--- src/rtl/pwm_ramp_ctrl_if.sv ---
// Command handshake bundle between the register-file command path and the PWMH ramp controller.
// The master issues target/step/hold requests; the slave reports readiness.
interface pwm_ramp_ctrl_if #(
    parameter int W      = 16,
    parameter int HOLD_W = 8
);
    logic              cmd_valid;
    logic              cmd_ready;
    logic [W-1:0]      cmd_target;
    logic [W-1:0]      cmd_step;
    logic [HOLD_W-1:0] cmd_hold;

    modport master (
        output cmd_valid,
        output cmd_target,
        output cmd_step,
        output cmd_hold,
        input  cmd_ready
    );

    modport slave (
        input  cmd_valid,
        input  cmd_target,
        input  cmd_step,
        input  cmd_hold,
        output cmd_ready
    );
endinterface

--- src/rtl/pwm_ramp_ctrl.sv ---
// Ramps one PWM channel's high-time toward a commanded target in bounded steps,
// advancing one step every (hold+1) PWM period wraps.
module pwm_ramp_ctrl #(
    parameter int          W      = 16,
    parameter int          HOLD_W = 8,
    parameter int unsigned INIT_H = 0
) (
    input  logic           clock,
    input  logic           reset,
    input  logic           period_tick,
    input  logic           abort,
    pwm_ramp_ctrl_if.slave cmd,
    output logic [W-1:0]   pwmh_out,
    output logic           busy,
    output logic           done,
    output logic           aborted
);

    typedef enum logic {IDLE, RAMP} state_t;

    state_t            state, state_next;
    logic [W-1:0]      target_q, target_next;
    logic [W-1:0]      step_q, step_next;
    logic [HOLD_W-1:0] hold_q, hold_next;
    logic [HOLD_W-1:0] hold_cnt, hold_cnt_next;
    logic [W-1:0]      pwmh_next;
    logic              done_next;
    logic              aborted_next;

    logic              going_up;
    logic [W-1:0]      diff;
    logic              reach;
    logic [W-1:0]      stepped;

    always_ff @(posedge clock or posedge reset) begin
        if (reset) begin
            state    <= IDLE;
            pwmh_out <= W'(INIT_H);
            target_q <= '0;
            step_q   <= '0;
            hold_q   <= '0;
            hold_cnt <= '0;
            done     <= 1'b0;
            aborted  <= 1'b0;
        end else begin
            state    <= state_next;
            pwmh_out <= pwmh_next;
            target_q <= target_next;
            step_q   <= step_next;
            hold_q   <= hold_next;
            hold_cnt <= hold_cnt_next;
            done     <= done_next;
            aborted  <= aborted_next;
        end
    end

    // Clamp to the target whenever the remaining distance fits in one step, so it never overshoots.
    always_comb begin
        going_up = (target_q > pwmh_out);
        diff     = going_up ? (target_q - pwmh_out) : (pwmh_out - target_q);
        reach    = (step_q == '0) || (diff <= step_q);
        if (reach)
            stepped = target_q;
        else if (going_up)
            stepped = pwmh_out + step_q;
        else
            stepped = pwmh_out - step_q;
    end

    always_comb begin
        state_next    = state;
        pwmh_next     = pwmh_out;
        target_next   = target_q;
        step_next     = step_q;
        hold_next     = hold_q;
        hold_cnt_next = hold_cnt;
        done_next     = 1'b0;
        aborted_next  = 1'b0;
        unique case (state)
            IDLE: begin
                if (cmd.cmd_valid) begin
                    target_next   = cmd.cmd_target;
                    step_next     = cmd.cmd_step;
                    hold_next     = cmd.cmd_hold;
                    hold_cnt_next = '0;
                    if (cmd.cmd_target == pwmh_out)
                        done_next = 1'b1;
                    else
                        state_next = RAMP;
                end
            end
            RAMP: begin
                // Abort wins over a coincident tick: the output freezes at its present value.
                if (abort) begin
                    state_next    = IDLE;
                    hold_cnt_next = '0;
                    aborted_next  = 1'b1;
                end else if (period_tick) begin
                    if (hold_cnt == hold_q) begin
                        pwmh_next     = stepped;
                        hold_cnt_next = '0;
                        if (reach) begin
                            state_next = IDLE;
                            done_next  = 1'b1;
                        end
                    end else begin
                        hold_cnt_next = hold_cnt + HOLD_W'(1);
                    end
                end
            end
            default: state_next = IDLE;
        endcase
    end

    always_comb begin
        cmd.cmd_ready = (state == IDLE);
        busy          = (state == RAMP);
    end

endmodule

--- src/flat_wrapper.sv ---
// flat-port wrapper written by rule: the top's interface ports become plain ports
module pwm_ramp_ctrl_flat 
#(
    parameter int          W      = 16,
    parameter int          HOLD_W = 8,
    parameter int unsigned INIT_H = 0
)
  (clock, reset, period_tick, abort, pwmh_out, busy, done, aborted, cmd_cmd_valid, cmd_cmd_target, cmd_cmd_step, cmd_cmd_hold, cmd_cmd_ready);
  pwm_ramp_ctrl_if #(.W(W), .HOLD_W(HOLD_W)) cmd_i ();
  input  logic clock;
  input  logic reset;
  input  logic period_tick;
  input  logic abort;
  output logic [W-1:0] pwmh_out;
  output logic busy;
  output logic done;
  output logic aborted;
  input wire logic [$bits(cmd_i.cmd_valid)-1:0] cmd_cmd_valid;
  input wire logic [$bits(cmd_i.cmd_target)-1:0] cmd_cmd_target;
  input wire logic [$bits(cmd_i.cmd_step)-1:0] cmd_cmd_step;
  input wire logic [$bits(cmd_i.cmd_hold)-1:0] cmd_cmd_hold;
  output wire logic [$bits(cmd_i.cmd_ready)-1:0] cmd_cmd_ready;
  assign cmd_i.cmd_valid = cmd_cmd_valid;
  assign cmd_i.cmd_target = cmd_cmd_target;
  assign cmd_i.cmd_step = cmd_cmd_step;
  assign cmd_i.cmd_hold = cmd_cmd_hold;
  assign cmd_cmd_ready = cmd_i.cmd_ready;
  pwm_ramp_ctrl #(.W(W), .HOLD_W(HOLD_W), .INIT_H(INIT_H)) u_core (.clock(clock), .reset(reset), .period_tick(period_tick), .abort(abort), .cmd(cmd_i), .pwmh_out(pwmh_out), .busy(busy), .done(done), .aborted(aborted));
endmodule
--- config.mk ---
export PLATFORM = sky130hd
export DESIGN_NAME = pwm_ramp_ctrl_flat
export DESIGN_NICKNAME = d
export VERILOG_FILES = /design/src/rtl/pwm_ramp_ctrl_if.sv /design/src/rtl/pwm_ramp_ctrl.sv /design/src/flat_wrapper.sv
export SDC_FILE = /design/constraint.sdc
export NUM_CORES = 1
export LEC_CHECK = 0
export CORE_ASPECT_RATIO = 0.75
export CORE_MARGIN = 2
export CORE_UTILIZATION = 63
export DETAILED_ROUTE_END_ITERATION = 10
export GPL_TIMING_DRIVEN = 0
export PLACE_DENSITY = 0.88
export SLEW_MARGIN = 5
export SYNTH_ARGS = -nofsm -noshare
export SYNTH_HDL_FRONTEND = slang
export SYNTH_SLANG_ARGS = --single-unit
--- constraint.sdc ---
create_clock -name clock -period 9.11 [get_ports clock]
set_input_delay 1.3665 -clock clock [delete_from_list [all_inputs] [get_ports clock]]
set_output_delay 1.3665 -clock clock [all_outputs]
set_load 0.01 [all_outputs]
After elaboration in Yosys (flattened, before gate mapping)
Index checks and enable logic that the tools add are counted.
- register bits: 67
- bits in latches: 0
- memory bits (writable): 0
- ROM bits: 0
- input port bits: 45
- output and inout bits: 20
- memories: 0
- $add $sub $neg: 5
- multipliers: 0
- divide/modulo/power cells: 0
- order comparisons: 2
- equal/unequal tests: 4
- shift operators: 0
- multiplexer cells: 24
- bitwise logic cells: 2
- reduce and logical (&&, ||, !) cells: 5
- operator list (cell ; number):
    two-way mux 16 bit ; 3
    subtractor 16 bit ; 3
    two-way mux 8 bit ; 4
    adder 16 bit ; 1
    equality test 16 bit ; 1
    > comparator 16 bit ; 1
    <= comparator 16 bit ; 1
    logical NOT 16 bit ; 1
    case mux 8 bit (2 select lines) ; 1
    two-way mux 1 bit ; 14
    adder 8 x 1 -> 8 bit (second input constant) ; 1
    equality test 8 bit ; 1
    case mux 1 bit (2 select lines) ; 2
    AND reduction 2 bit ; 2
    AND reduction 4 bit ; 1
    != test 3 bit (second input constant) ; 1
    != test 2 bit (second input constant) ; 1
    NOT 1 bit ; 2
    logical OR 1 bit ; 1

Logic depth before layout (Yosys ltp)
Gate-level depths: netlist of run 1.
- word-level depth: 9
- depth in mapped cells: 23
- depth with buffers taken out: 21

Worst setup path after synthesis of run 1
No wires, ideal clock.
- path kind: flip-flop to flip-flop
- from: register u_core.pwmh_out[8]
- to: register u_core.pwmh_out[0]
- library setup time: 83 ps
- data arrival time: 4184 ps
- path slack: 4843 ps
- cell stages (with the launch flop): 23
- cells stage by stage: dfrtp_1 > inv_1 > ha_1 > buf_4 > and2_4 > nand3_2 > or4_4 > a2bb2oi_4 > mux2i_1 > and4_1 > nor3_2 > xnor2_1 > ha_1 > nand2_1 > nor2_1 > a211oi_1 > o21a_1 > a21o_1 > clkbuf_1 > buf_2 > mux2i_1 > nand2_1 > o21ai_0
- cells in the longest elaborated chain, start to end: 5
- elaborated cells on any way between the ends: 8
- classes of those cells: add/sub: 2; order compare: 2; mux: 3; reduce/logical: 1
- RTL lines (item ; line ; source):
    from (decl) ; pwm_ramp_ctrl.sv:13 ; output logic [W-1:0] pwmh_out,
    from (signal assigned) ; pwm_ramp_ctrl.sv:38 ; pwmh_out <= W'(INIT_H);
    from (signal assigned) ; pwm_ramp_ctrl.sv:47 ; pwmh_out <= pwmh_next;
    subtractor 16 bit or > comparator 16 bit (tied branches) ; pwm_ramp_ctrl.sv:60, pwm_ramp_ctrl.sv:59 ;
    two-way mux 16 bit ; pwm_ramp_ctrl.sv:60 ; diff = going_up ? (target_q - pwmh_out) : (pwmh_out - target_q);
    <= comparator 16 bit ; pwm_ramp_ctrl.sv:61 ; reach = (step_q == '0) || (diff <= step_q);
    logical OR 1 bit ; pwm_ramp_ctrl.sv:61 ;
    two-way mux 16 bit (*) ; pwm_ramp_ctrl.sv:62 ; if (reach)
Every way passes the cells marked *; elsewhere a longest branch is shown, timed or not.
A chain may end at the register's enable or synchronous reset.

Worst setup path in the final report of run 1
- from: register u_core.pwmh_out[4]
- to: register u_core.pwmh_out[14]
The elaborated chain is that of the path after synthesis.

==> results of run 1 <==
[synthesized netlist by cell type, types with 3 or more instances]
library cell,number,area share (%)
nand2_1,82,5.2
dfrtp_1,67,28
ha_1,64,14
o21ai_0,64,5.4
inv_1,61,3.9
a21oi_1,51,4.3
xnor2_1,46,6.8
nor2_1,41,2.6
a21o_1,27,3.4
xor2_1,18,2.7
clkbuf_1,15,0.95
nand3_1,12,1.0
mux2_2,11,2.1
nand4_1,11,1.2
o31ai_1,11,1.4
buf_2,10,0.84
mux2i_1,10,1.7
nor2b_1,9,0.95
o21ai_1,9,0.76
a211oi_1,8,1.0
nor3_1,8,0.68
and3_1,6,0.63
a31oi_1,5,0.53
nor4_1,5,0.53
o21a_1,5,0.63
o41ai_1,5,0.74
a211o_1,4,0.59
nand2b_1,4,0.42
o211ai_1,4,0.51
or3_1,4,0.42
and2_1,3,0.32
fa_1,3,1.0
o22ai_1,3,0.32
or2_2,3,0.32
[power groups by stage]
| stage | Sequential, mW | Clock [mW] | Combinational, mW |
|---|---|---|---|
| after floorplan | 0.391 | 0 | 0.872 |
| after global placement | 0.399 | 0 | 1.13 |
| after detailed placement | 0.402 | 0 | 1.18 |
| after CTS | 0.398 | 0.341 | 1.20 |
| after global routing | 0.405 | 0.353 | 1.34 |
| final | 0.400 | 0.340 | 1.23 |
[cells by family (layout without fill, tap and decap cells)]
logic type,after synthesis,after routing,share of synthesized area (%)
simple gates,195,195,15.3
flops,67,67,28.3
compound gates,214,214,22.6
mux,21,21,3.78
buf+inv,90,170,6.03
fa+ha+maj,67,67,14.5
xor+xnor,64,64,9.45
[layout make-up]
| type | count | area share [%] |
|---|---|---|
| multi-input cells | 561 | 55.5 |
| flip-flops and latches | 67 | 23.9 |
| repair buffers | 64 | 9.13 |
| inverters | 61 | 3.30 |
| clock buffers | 9 | 3.21 |
| well taps | 128 | 2.28 |
| plain buffers | 29 | 1.84 |
| clock inverters | 7 | 0.803 |
[flip-flops by register name, summed over array words and instances, names as in the netlist]
register / count
u_core.pwmh_out: 16
u_core.step_q: 16
u_core.target_q: 16
u_core.hold_cnt: 8
u_core.hold_q: 8
u_core.aborted: 1
u_core.busy: 1
u_core.done: 1
[worst max-delay path, stage by stage, from the launching register on]
cell	delay (ns)
dfrtp_1	0.47
inv_1	0.07
ha_1	0.29
clkbuf_1	0.34
and3_1	0.25
a211oi_1	0.06
a211o_1	0.36
o21ai_1	0.49
buf_2	0.33
nor2_1	0.06
a21oi_1	0.32
fa_1	0.31
a211oi_1	0.11
o21ai_0	0.26
a21oi_1	0.15
o41ai_1	0.87
o22ai_1	0.28
xnor2_1	0.19
mux2i_1	0.13
a21oi_1	0.08
[layer usage]
layer	GRT usage (%)	vias up	routed length, um
met1	46.9	2712	7320
met4	11.5	0	458
met3	10.2	43	1870
li1	-	2674	-
met2	60.4	310	8210
met5	0	-	0
[worst max-delay path by stage]
stage | startpoint | endpoint | slack [ns] | cells past startpoint
floorplan | u_core.pwmh_out[8] | u_core.pwmh_out[0] | 4.84 | 22
global placement | u_core.pwmh_out[4] | u_core.pwmh_out[14] | 3.82 | 19
detailed placement | u_core.pwmh_out[4] | u_core.pwmh_out[14] | 3.80 | 19
CTS | u_core.pwmh_out[4] | u_core.pwmh_out[14] | 3.75 | 19
global route | u_core.pwmh_out[4] | u_core.pwmh_out[14] | 3.19 | 19
finish | u_core.pwmh_out[4] | u_core.pwmh_out[14] | 3.55 | 19
==> metrics, run 1 <==
status=completed; hold depth=1; post-layout util=~77%; crit path time final=~5.6 ns; area delta synth->final=18.3%; clock latency at the later pin of the worst-skew pair=~0.35 ns; sequential cell area=approximately 1700 um2; RePlAce Congestion=0.998; post-DP HPWL=13500 um; GR Overflow Total=0; Synth Register Bits=67; vias in the first global route=5535; fin area=7010 um2; Setup TNS=0 ns; clock share of power=~17%; Crit Path Category=flop to flop; H-tree level count=3; Worst Skew=about 0.0051 ns; CTS tree=built; setup slack, reg-to-reg=approximately 3.5 ns; Hold Startpoint=u_core.hold_cnt[7]; slew margin rel.=28.8%; global-route wire length before repair=approximately 28000 um; post-CTS setup buffers=0; Max Cap Violations=0; Antenna Cells=0; antenna-violating nets left=0; crit path max fanout=10; Via Count=5739; worst hold margin=just over 0.5 ns; DP Area=6730 um2; total iterations of the first detailed-routing run=5; chip height=just under 90 um; Post-synth EDFFs=0; Data arrival, critical path=about 5.8 ns; post-synth cell types=between 50 and 60; Synth Warn #=0; Tcrit/Tclk final=between 60 and 70%; CP Launch Type=flop; die width=approximately 120 um; largest net degree at the start of global routing=a little under 70; DR iter-0 viols=approximately 550; Multi-input gate area=approximately 3900 um2; commonest non-fill, non-tap cell in the layout=nand2_1; TritonCTS Buffers=9; FMAX=~0.18 GHz; initial antenna violation count=0; synthesized area=about 5900 um2; Main synth FF type=dfrtp_1; Async SR Flop Fraction=100%; Required @ worst endpoint=9.31 ns; Non-Filler Instances=roughly 900; Slew Limit Fails=0; Die ar.=10200 um2; Slew @ Worst Pin=roughly 1.1 ns; placed cells=910; clock tree buffer depth=2; Via density=6.20; Final Hold Vio Count=0; post-CTS sizing=0; worst r2r dst=u_core.pwmh_out[14]; WL per Instance=a little under 20 um; RR Startpoint=u_core.pwmh_out[4]; end of the worst hold path=u_core.hold_cnt[7]; Mean Syn Cell Area=8.26 um2; worst slack at placement=about 3.8 ns; PD cells=around 280 nW/um2; CTS Sinks=67; most frequent cells in the layout=nand2_1, dfrtp_1, o21ai_0, ha_1, clkdlybuf4s50_1; number of nets in the layout=roughly 910; final worst setup slack=approximately 3.5 ns; switching power=934 uW; Clk pin slew, worst setup/hold paths=about 0.06 ns; Gate Count Post-Synth=around 720; share of layout cells above drive strength 1=under 10%; Setup-failing EPs final=0; Synthesized Nets=830; leakage=about 3.2 nW; GRT Resource Usage Total=36.6%; I/O pin count=between 60 and 70; VDD IR max=~160 uV; HP Class=flop to flop; number of buffers added on ports=64; sw frac=between 40 and 50%; Cell Rows=30; Final Power=1.97 mW; DRC Markers=0; RSZ-0062 raised after global routing=no; Root Driver=clkbuf_16; Logic pwr share=roughly 63%; FF-to-FF path depth=19; Placeable Area=a little over 9000 um2; Internal=1.04 mW; filler instances=between 600 and 700; register area share after synthesis=between 20% and 30%; Initial Utilization=roughly 65%; sequential cell fraction of total power=slightly above 20%; hold buffers post-CTS=0; final WL=17900 um; Worst setup EP type=flop
Power figures use the tool's default switching activity.
==> run 2, diff against run 1 <==
- CORE_UTILIZATION: 63 -> 58
- PLACE_DENSITY: 0.88 -> 0.82
- clock period: 9.11 -> 5.65 ns (I/O delays scaled with it)
==> run 2 against run 1 <==
Net effect:
- fmax up 2.0%
- die area up 8.3%
- critical path depth unchanged
- first-iteration DRC count rose by 13%
- wire length up 2.0%
- combinational power is 62% higher
- register-to-register slack lost 3.4 ns
- global-route usage shrank 2.5 points
- setup slack got worse by 3.4 ns
- sequential cell count unchanged
- critical endpoint is now u_core.pwmh_out[12]
==> metrics, run 2 (synthesis gave the netlist of run 1 again) <==
status=completed (unchanged); crit path cell chain=inv_1 > ha_1 > clkbuf_1 > nand4_1 > or4_4 > a2bb2oi_4 > mux2i_1 > and4_1 > nor3_2 > xnor2_1 > ha_1 > nand2_1 > nor2_1 > a211oi_1 > o21a_1 > a21o_1 > buf_2 > mux2i_1 > a21oi_1 (was inv_1 > ha_1 > clkbuf_1 > and3_1 > a211oi_1 > a211o_1 > o21ai_1 > buf_2 > nor2_1 > a21oi_1 > fa_1 > a211oi_1 > o21ai_0 > a21oi_1 > o41ai_1 > o22ai_1 > xnor2_1 > mux2i_1 > a21oi_1); Final Hold Vio Count=0 (unchanged); Internal=1.67 mW (was 1.04 mW); largest registers=u_core.pwmh_out x16, u_core.step_q x16, u_core.target_q x16 (unchanged); largest net degree at the start of global routing=68 (unchanged); global-route wire length before repair=29300 um (was 28400 um); vias in the first global route=5623 (was 5535); antenna-violating nets left=0 (unchanged); clock share of power=17.4% (was 17.2%); final worst setup slack=0.197 ns (was 3.55 ns); setup slack, reg-to-reg=0.20 ns (was 3.55 ns); Antenna Cells=0 (unchanged); leakage=3.17 nW (was 3.16 nW); GR Overflow Total=0 (unchanged); Root Driver=clkbuf_16 (unchanged); Max Cap Violations=0 (unchanged); Hold Startpoint=u_core.hold_q[0] (was u_core.hold_cnt[7]); CP Launch Type=flop (unchanged); end of the worst hold path=u_core.hold_q[0] (was u_core.hold_cnt[7]); HP Class=flop to flop (unchanged); RR Startpoint=u_core.pwmh_out[3] (was u_core.pwmh_out[4]); sequential cell area=1680 um2 (unchanged); I/O pin count=65 (unchanged); sw frac=47.5% (was 47.4%); most frequent cells in the layout=nand2_1, dfrtp_1, o21ai_0, ha_1, clkdlybuf4s50_1 (unchanged); Tcrit/Tclk final=96.5% (was 61.0%); Placeable Area=9810 um2 (was 9080 um2); CP peak stage delay=0.59 ns (was 0.87 ns); Worst setup EP type=flop (unchanged); Die ar.=11100 um2 (was 10200 um2); hold depth=1 (unchanged); PD cells=454 nW/um2 (was 281 nW/um2); commonest non-fill, non-tap cell in the layout=nand2_1 (unchanged); number of nets in the layout=904 (was 905); crit path time final=5.45 ns (was 5.56 ns); RePlAce Congestion=0.981 (was 0.998); worst slack at placement=0.256 ns (was 3.80 ns); Cell Rows=31 (was 30); share of layout cells above drive strength 1=6.40% (was 6.27%); total iterations of the first detailed-routing run=5 (unchanged); post-CTS setup buffers=0 (unchanged); WL per Instance=19.6 um (was 19.3 um); Critical Path Slowest Stage Cell=or4_4 (was o41ai_1); clock tree buffer depth=2 (unchanged); TritonCTS Buffers=9 (unchanged); Via density=6.33 (was 6.20); Setup-failing EPs final=0 (unchanged); Buf/Inv on CP=3 (unchanged); sequential cell fraction of total power=20.3% (about the same); FF-to-FF path depth=19 (unchanged); Required @ worst endpoint=5.85 ns (was 9.31 ns); post-DP HPWL=14100 um (was 13500 um); Final Power=3.19 mW (was 1.97 mW); Multi-input gate area=3900 um2 (was 3890 um2); Via Count=5885 (was 5739); worst r2r dst=u_core.pwmh_out[12] (was u_core.pwmh_out[14]); filler instances=755 (was 664); Clk pin slew, worst setup/hold paths=0.07 ns (was 0.06 ns); final WL=18200 um (was 17900 um); die width=121 um (was 116 um); Logic pwr share=62.2% (was 62.5%); initial antenna violation count=0 (unchanged); H-tree level count=3 (unchanged); area delta synth->final=18.7% (was 18.3%); CTS tree=built (unchanged); Setup TNS=0 ns (unchanged); slew margin rel.=42.8% (was 28.8%); clock latency at the later pin of the worst-skew pair=0.35 ns (about the same); FMAX=0.183 GHz (was 0.180 GHz); delay-heaviest family, CP=simple AND/OR/NAND/NOR gates (was compound AO/OA/AOI/OAI gates); GRT Resource Usage Total=34.1% (was 36.6%); Data arrival, critical path=5.66 ns (was 5.76 ns); Worst Skew=0.0143 ns (was 0.00512 ns); number of buffers added on ports=64 (unchanged); VDD IR max=271 uV (was 160 uV); RSZ-0062 raised after global routing=no (unchanged); switching power=1.52 mW (was 934 uW); Crit Path Category=flop to flop (unchanged); Slew @ Worst Pin=0.858 ns (was 1.05 ns); crit path max fanout=10 (unchanged); Initial Utilization=60.4% (was 65.3%); CTS Sinks=67 (unchanged); DR iter-0 viols=624 (was 552); DRC Markers=0 (unchanged); chip height=91.6 um (was 88.0 um); Slew Limit Fails=0 (unchanged)
==> run 2: how the worst max path moves through the flow <==
stage                                  start                  end  slack, ns  depth (start not counted)
after global routing      u_core.pwmh_out[3]  u_core.pwmh_out[14]       0.02                         19
after floorplan           u_core.pwmh_out[8]   u_core.pwmh_out[0]       1.38                         22
after CTS                 u_core.pwmh_out[3]   u_core.pwmh_out[3]       0.19                         21
after global placement    u_core.pwmh_out[1]   u_core.pwmh_out[1]       0.31                         20
after detailed placement  u_core.pwmh_out[3]   u_core.pwmh_out[0]       0.26                         21
final                     u_core.pwmh_out[3]  u_core.pwmh_out[12]       0.20                         19
==> run 2: area by class of cell <==
cell class	count	area share (%)
plain buffers	28	1.81
clock buffers	9	3.20
clock inverters	7	0.960
inverters	61	3.29
multi-input cells	561	55.5
flip-flops and latches	67	23.8
well taps	132	2.35
repair buffers	64	9.10
==> run 2: layer usage <==
layer | vias up | share of wire [%] | GRT usage [%]
li1 | 2668 | - | -
met4 | 0 | 2.4 | 9.79
met1 | 2795 | 43 | 48.9
met3 | 60 | 10 | 5.40
met5 | - | 0 | 0
met2 | 362 | 44 | 53.0
==> run 2: per-stage QoR <==
step	instances	area (um2)	hold WS [ns]	utilization [%]
global placement	914	6740	0.501	68.6
global route	929	7040	0.541	71.7
CTS	930	7030	0.535	71.6
floorplan	718	5930	0.465	-
finish	929	7040	0.530	71.7
detailed placement	914	6740	0.499	68.7
==> run 2: power by group through the flow <==
stage | sequential [mW] | clock, mW | combinational, mW
floorplan | 0.630 | 0 | 1.41
global placement | 0.648 | 0 | 1.84
detailed placement | 0.652 | 0 | 1.91
CTS | 0.644 | 0.557 | 1.92
global route | 0.657 | 0.581 | 2.16
finish | 0.649 | 0.556 | 1.99
==> run 2: what timing repair did <==
| item | in CTS | in global routing |
|---|---|---|
| gates resized for setup | 0 | 2 |
| endpoints found under the setup margin | 0 | 15 |
| hold buffers | 0 | 0 |
